$ cat config.mk
export PLATFORM = sky130hd
export DESIGN_NAME = div_unit_flat
export DESIGN_NICKNAME = d
export VERILOG_FILES = /design/src/rtl/div_if.sv /design/src/rtl/div_unit.sv /design/src/flat_wrapper.sv
export SDC_FILE = /design/constraint.sdc
export NUM_CORES = 1
export LEC_CHECK = 0
export ABC_CLOCK_PERIOD_IN_PS = 5800
export CAP_MARGIN = 10
export CORE_MARGIN = 8
export CORE_UTILIZATION = 60
export CTS_CLUSTER_DIAMETER = 80
export DETAILED_ROUTE_END_ITERATION = 7
export MAX_ROUTING_LAYER = met4
export PLACE_DENSITY = 0.93
export SETUP_SLACK_MARGIN = 0.15
export SLEW_MARGIN = 20
export SYNTH_ARGS = -nofsm -noshare
export SYNTH_HDL_FRONTEND = slang
export SYNTH_SLANG_ARGS = --single-unit
$ cat constraint.sdc
create_clock -name clk -period 5.8 [get_ports clk]
set_input_delay 0.58 -clock clk [delete_from_list [all_inputs] [get_ports clk]]
set_output_delay 0.58 -clock clk [all_outputs]
set_load 0.02 [all_outputs]
$ cat src/rtl/div_if.sv
// Request/response bundle between the execute stage and the multi-cycle divider.
interface div_if #(parameter int WIDTH = 32);
  logic             start;
  logic [5:0]       ALUControl;
  logic [WIDTH-1:0] operand1;
  logic [WIDTH-1:0] operand2;
  logic             busy;
  logic             done;
  logic [WIDTH-1:0] resultDiv;

  modport master (
    output start, ALUControl, operand1, operand2,
    input  busy, done, resultDiv
  );

  modport slave (
    input  start, ALUControl, operand1, operand2,
    output busy, done, resultDiv
  );
endinterface

$ cat src/rtl/div_unit.sv
// Radix-2 restoring divider for RV32M DIV/DIVU/REM/REMU, one quotient bit per cycle.
// Divide-by-zero and signed overflow are resolved at accept and skip the iteration phase.
module div_unit #(
  parameter int WIDTH = 32
) (
  input  logic   clk,
  input  logic   rst_n,
  div_if.slave   bus
);

  localparam int CW = 6;
  localparam logic [CW-1:0] LAST_ITER = CW'(WIDTH - 1);
  localparam logic [WIDTH-1:0] MIN_NEG = {1'b1, {(WIDTH-1){1'b0}}};

  typedef enum logic [1:0] {
    IDLE = 2'd0,
    CALC = 2'd1,
    DONE = 2'd2
  } stateType;

  stateType state, nextState;

  logic             validOp;
  logic             isSigned;
  logic             isRem;
  logic             divByZero;
  logic             overflow;
  logic             special;
  logic             accept;
  logic             busyInt;
  logic             doneInt;
  logic [WIDTH-1:0] magA;
  logic [WIDTH-1:0] magB;

  logic [WIDTH-1:0] dividendReg;
  logic [WIDTH-1:0] divisorReg;
  logic [WIDTH-1:0] remReg;
  logic [WIDTH-1:0] quotReg;
  logic [CW-1:0]    count;
  logic             remSel;
  logic             quotNeg;
  logic             remNeg;
  logic [WIDTH-1:0] resultReg;

  logic [WIDTH+1:0] trial;
  logic             qBit;
  logic [WIDTH-1:0] nextRem;
  logic [WIDTH-1:0] nextQuot;
  logic [WIDTH-1:0] fixedResult;

  // The four RV32M divide codes share the prefix 0101; bit0 selects unsigned, bit1 remainder.
  assign validOp   = (bus.ALUControl[5:2] == 4'b0101);
  assign isSigned  = ~bus.ALUControl[0];
  assign isRem     = bus.ALUControl[1];
  assign divByZero = (bus.operand2 == '0);
  assign overflow  = isSigned && (bus.operand1 == MIN_NEG) && (bus.operand2 == '1);
  assign special   = divByZero || overflow;
  assign magA      = (isSigned && bus.operand1[WIDTH-1]) ? -bus.operand1 : bus.operand1;
  assign magB      = (isSigned && bus.operand2[WIDTH-1]) ? -bus.operand2 : bus.operand2;

  always_ff @(posedge clk or negedge rst_n) begin
    if (!rst_n) begin
      state <= IDLE;
    end else begin
      state <= nextState;
    end
  end

  always_comb begin
    nextState = state;
    busyInt   = 1'b0;
    doneInt   = 1'b0;
    accept    = 1'b0;
    case (state)
      IDLE: begin
        if (bus.start && validOp) begin
          accept    = 1'b1;
          nextState = special ? DONE : CALC;
        end
      end
      CALC: begin
        busyInt = 1'b1;
        if (count == LAST_ITER) begin
          nextState = DONE;
        end
      end
      DONE: begin
        doneInt   = 1'b1;
        nextState = IDLE;
        if (bus.start && validOp) begin
          accept    = 1'b1;
          nextState = special ? DONE : CALC;
        end
      end
      default: begin
        nextState = IDLE;
      end
    endcase
  end

  // The shifted partial remainder keeps its top bit, so unsigned divisors above 2^(WIDTH-1) still work.
  assign trial       = {1'b0, remReg, dividendReg[WIDTH-1]} - {2'b00, divisorReg};
  assign qBit        = ~trial[WIDTH+1];
  assign nextRem     = qBit ? trial[WIDTH-1:0] : {remReg[WIDTH-2:0], dividendReg[WIDTH-1]};
  assign nextQuot    = {quotReg[WIDTH-2:0], qBit};
  assign fixedResult = remSel ? (remNeg  ? -nextRem  : nextRem)
                              : (quotNeg ? -nextQuot : nextQuot);

  always_ff @(posedge clk or negedge rst_n) begin
    if (!rst_n) begin
      dividendReg <= '0;
      divisorReg  <= '0;
      remReg      <= '0;
      quotReg     <= '0;
      count       <= '0;
      remSel      <= 1'b0;
      quotNeg     <= 1'b0;
      remNeg      <= 1'b0;
      resultReg   <= '0;
    end else if (accept) begin
      dividendReg <= magA;
      divisorReg  <= magB;
      remReg      <= '0;
      quotReg     <= '0;
      count       <= '0;
      remSel      <= isRem;
      quotNeg     <= isSigned && (bus.operand1[WIDTH-1] ^ bus.operand2[WIDTH-1]);
      remNeg      <= isSigned && bus.operand1[WIDTH-1];
      if (divByZero) begin
        resultReg <= isRem ? bus.operand1 : '1;
      end else if (overflow) begin
        resultReg <= isRem ? '0 : MIN_NEG;
      end
    end else if (state == CALC) begin
      dividendReg <= {dividendReg[WIDTH-2:0], 1'b0};
      remReg      <= nextRem;
      quotReg     <= nextQuot;
      count       <= count + 1'b1;
      if (count == LAST_ITER) begin
        resultReg <= fixedResult;
      end
    end
  end

  assign bus.busy      = busyInt;
  assign bus.done      = doneInt;
  assign bus.resultDiv = resultReg;

endmodule

$ cat src/flat_wrapper.sv
// flat-port wrapper written by rule: the top's interface ports become plain ports
module div_unit_flat 
#(
  parameter int WIDTH = 32
)
  (clk, rst_n, bus_start, bus_ALUControl, bus_operand1, bus_operand2, bus_busy, bus_done, bus_resultDiv);
  div_if #(.WIDTH(WIDTH)) bus_i ();
  input  logic clk;
  input  logic rst_n;
  input wire logic [$bits(bus_i.start)-1:0] bus_start;
  input wire logic [$bits(bus_i.ALUControl)-1:0] bus_ALUControl;
  input wire logic [$bits(bus_i.operand1)-1:0] bus_operand1;
  input wire logic [$bits(bus_i.operand2)-1:0] bus_operand2;
  output wire logic [$bits(bus_i.busy)-1:0] bus_busy;
  output wire logic [$bits(bus_i.done)-1:0] bus_done;
  output wire logic [$bits(bus_i.resultDiv)-1:0] bus_resultDiv;
  assign bus_i.start = bus_start;
  assign bus_i.ALUControl = bus_ALUControl;
  assign bus_i.operand1 = bus_operand1;
  assign bus_i.operand2 = bus_operand2;
  assign bus_busy = bus_i.busy;
  assign bus_done = bus_i.done;
  assign bus_resultDiv = bus_i.resultDiv;
  div_unit #(.WIDTH(WIDTH)) u_core (.clk(clk), .rst_n(rst_n), .bus(bus_i));
endmodule
==> run_results.csv, run 1 <==
group,metric,value,unit
run_status,status,"finished, violations left",
run_status,violations,"DRC",
floorplanning,die_w,162,µm
clock_tree,worstSkewPairLatency,0.45,ns
grt,grt_pass1_wl,66600,µm
grt,grt_usage,32.4,%
sta,clock_skew,0.0111,ns
grt,grt_overflow,0,
floorplanning,die-area,26100,µm²
setup_path,cp-startpoint,"u_core.remReg[25]",
finish,drive_gt1_share,5.65,%
synth,yosysWarnings,0,
run,cap_violations,0,
setup_path,critPathTopFamily,"compound AO/OA/AOI/OAI gates",
setup_path,cp-start-kind,"flip-flop",
clock_tree,cts.path.max_buffers,2,
route,vias,13000,
route,drt_iter0_markers,2218,
clock_tree,numCtsBuffers,17,
synth,synthFlopType,"dfrtp_1",
clock_tree,holdBufCountCts,0,
floorplanning,coreArea,20900,µm²
finish,n_antenna_cell,0,
synth,synth-seq-area-share,33.5,%
sta,fin_crit_sh,92.4,%
grt,antenna_found_initial,0,
power_and_ir_drop,irDropWorstVdd,0.000567,V
sta,min_period,5.36,ns
synth,synth.cell_area,12700,µm²
route,ant_nets,0,
floorplanning,io_pins,107,
finish,area_growth,13.8,%
synth,synth_cell_type_count,96,
placement,globalplace.congestion,1.04,
route,avgViaCountPerCell,6.85,
finish,nets,1727,
synth,ys_async_sr_fraction,100,%
setup_path,path_max_fanout,10,
floorplanning,die_h,162,µm
sta,hold_violations,0,
floorplanning,std_cell_rows,53,
grt,first_global_vias,12500,
synth,synth_edf_count,0,
clock_tree,clk_pin_slew,0.07,ns
sta,setup_viol,0,
route,firstDrtPassIters,8,
setup_path,worstPathCellList,"ha_1, a211oi_1, o21ai_0, o32ai_1, a21o_1, nand2_2, inv_2, mux2i_1, ha_1, nand2_1, nor3_1, or4bb_1, o41a_1, nand3b_2, o41ai_2, xnor2_1, o21ai_1",
synth,ys_seq_elements,170,
setup_path,worst-path-stages,17,
sta,worst_slew_pin_slew,1.07,ns
synth,synth_area_per_cell,8.13,µm²
synth,synth_cells,1563,
floorplanning,start_util,60.8,%
setup_path,crit_top_cell,"ha_1",
setup_path,r2r_start,"u_core.remReg[25]",
finish,final_common_cell,"nand2_1",
setup_path,worst_path_max_delay_cell,"o32ai_1",
setup_path,r2r_slack,0.44,ns
finish,fin_cells,1902,
route,drc,1,
sta,finalSetupTns,0,ns
route,wl_per_cell,21.6,µm
setup_path,crit-reg2reg-capture,"u_core.bus.resultDiv[28]",
placement,port_buffers,106,
placement,placedCellCount,1871,
clock_tree,cts_resized,0,
sta,rsz0062_at_grt,"no",
clock_tree,post-cts-setup-buffers,0,
grt,grt_max_degree,89,
clock_tree,cts-root-buf,"clkbuf_16",
worst_hold_path,min_path_type,"in2async",
clock_tree,cts_max_level,4,
setup_path,cpPeakStageDelay,0.47,ns
setup_path,cp.required,6.12,ns
sta,max_freq,187,MHz
finish,mostFrequentLayoutCells,"221 x nand2_1, 205 x o21ai_0, 170 x dfrtp_1, 105 x clkdlybuf4s50_1, 93 x nor2_1",
sta,slew_viol_final,0,
setup_path,cp_num_buf_inv,1,
power_and_ir_drop,p_per_area,702,nW/µm²
placement,post-dp-hpwl,29600,µm
route,routed_wl,41200,µm
setup_path,r2r_cells,17,
synth,synth_nets,1675,
setup_path,critical_path_arrival,5.68,ns
clock_tree,clkSinkCount,170,
setup_path,criticalPathCategory,"reg2reg",
setup_path,cp-end-kind,"flip-flop",
sta,worst_slew_margin_rel,28.7,%
power_and_ir_drop,p_leak,0.00585,µW
clock_tree,cts_tree,"built",
layout make-up:
| type | instances | area (µm²) |
|---|---|---|
| clock buffer | 17 | 425 |
| clock inverter | 14 | 150 |
| fill | 1562 | 6440 |
| inverter | 56 | 210 |
| multi-input combinational | 1246 | 7870 |
| sequential | 170 | 4250 |
| tap | 275 | 344 |
| timing repair buffer | 124 | 1200 |
logic make-up (layout without fill, tap and decap cells):
logic type / count (synthesis) / count (layout) / share of synthesized area (%)
flops: 170 / 170 / 33.5
buf+inv: 147 / 211 / 4.67
simple gates: 548 / 548 / 20.6
xor+xnor: 134 / 134 / 9.24
compound gates: 500 / 500 / 26.1
fa+ha+maj: 39 / 39 / 3.90
mux: 25 / 25 / 2.00
flip-flops by register name, summed over array words and instances, names as in the netlist:
| name | cells |
|---|---|
| u_core.dividendReg | 32 |
| u_core.quotNeg | 1 |
| u_core.quotReg | 31 |
| u_core.remSel | 1 |
| u_core.count | 6 |
| u_core.remReg | 32 |
| u_core.state | 2 |
| u_core.remNeg | 1 |
| u_core.divisorReg | 32 |
| u_core.bus.resultDiv | 32 |
worst max-delay path by stage:
stage | endpoint | slack, ns
3_5_place_dp | u_core.bus.resultDiv[28] | 0.74
6_report | u_core.bus.resultDiv[28] | 0.44
5_1_grt | u_core.bus.resultDiv[28] | 0.30
3_3_place_gp | u_core.bus.resultDiv[28] | 1.00
4_1_cts | u_core.bus.resultDiv[28] | 0.72
2_1_floorplan | u_core.bus.resultDiv[28] | 0.48
layer usage:
metal | GRT usage [%] | vias up | part of all wire, %
li1 | - | 5782 | -
met2 | 48.3 | 928 | 45
met1 | 41.7 | 6127 | 39
met4 | 16.2 | 0 | 5.6
met3 | 6.06 | 187 | 11
met5 | - | - | 0
cells in the mapped netlist (4+ instances only):
library cell	number	area [µm²]
o21a_1	10	75.1
nor3_1	34	170
and4_1	4	35.0
o31ai_1	31	233
o41ai_1	13	114
o21ai_0	205	1030
clkbuf_1	67	251
a22oi_1	34	255
ha_1	38	475
nor2b_1	10	62.6
a31oi_1	7	43.8
nor2_1	94	353
mux2i_1	22	220
o221ai_1	23	201
nand3b_1	4	30.0
xnor2_1	76	666
a21o_1	6	45.0
nand2b_1	18	113
nand2_1	221	830
nand4_1	19	119
nor4_1	16	100
xor2_1	58	508
buf_1	7	26.3
dfrtp_1	170	4250
a21oi_1	78	390
or3_1	15	93.8
o31a_1	9	78.8
nor3b_1	4	30.0
a211oi_1	6	45.0
or4_1	8	60.1
and2_1	10	62.6
and3_1	9	56.3
or2_2	8	50.1
nand3_1	54	270
and3b_1	5	43.8
inv_1	53	199
o21ai_1	12	60.1
buf_2	11	55.1
o211ai_1	8	60.1
stage by stage:
step / utilization [%] / instance area [µm²] / setup slack (ns) / hold slack (ns) / power (µW)
2_1_floorplan: - / 12700 / 0.484 / 0.284 / 6880
3_3_place_gp: 66.4 / 13900 / 1.00 / 0.449 / 8490
3_5_place_dp: 66.4 / 13900 / 0.743 / 0.457 / 8690
4_1_cts: 69.2 / 14400 / 0.723 / 0.0654 / 9890
5_1_grt: 69.2 / 14500 / 0.304 / 0.0766 / 10800
6_report: 69.2 / 14500 / 0.440 / 0.0519 / 10100
power breakdown:
group | switching, µW | total, µW | internal, µW
logic | 4380 | 6840 | 2460
registers | 497 | 2160 | 1660
clock network | 569 | 1140 | 575
Power figures use the tool's default switching activity.
==> run 2: changes to the inputs <==
--- a/config.mk
+++ b/config.mk
@@ -6,7 +6,7 @@
 export NUM_CORES = 1
 export LEC_CHECK = 0
 export ABC_CLOCK_PERIOD_IN_PS = 5800
-export CAP_MARGIN = 10
+export CAP_MARGIN = 20
 export CORE_MARGIN = 8
 export CORE_UTILIZATION = 60
 export CTS_CLUSTER_DIAMETER = 80
==> results of run 2 <==
No change in the layout: final DEF, timing and power equal those of run 1.
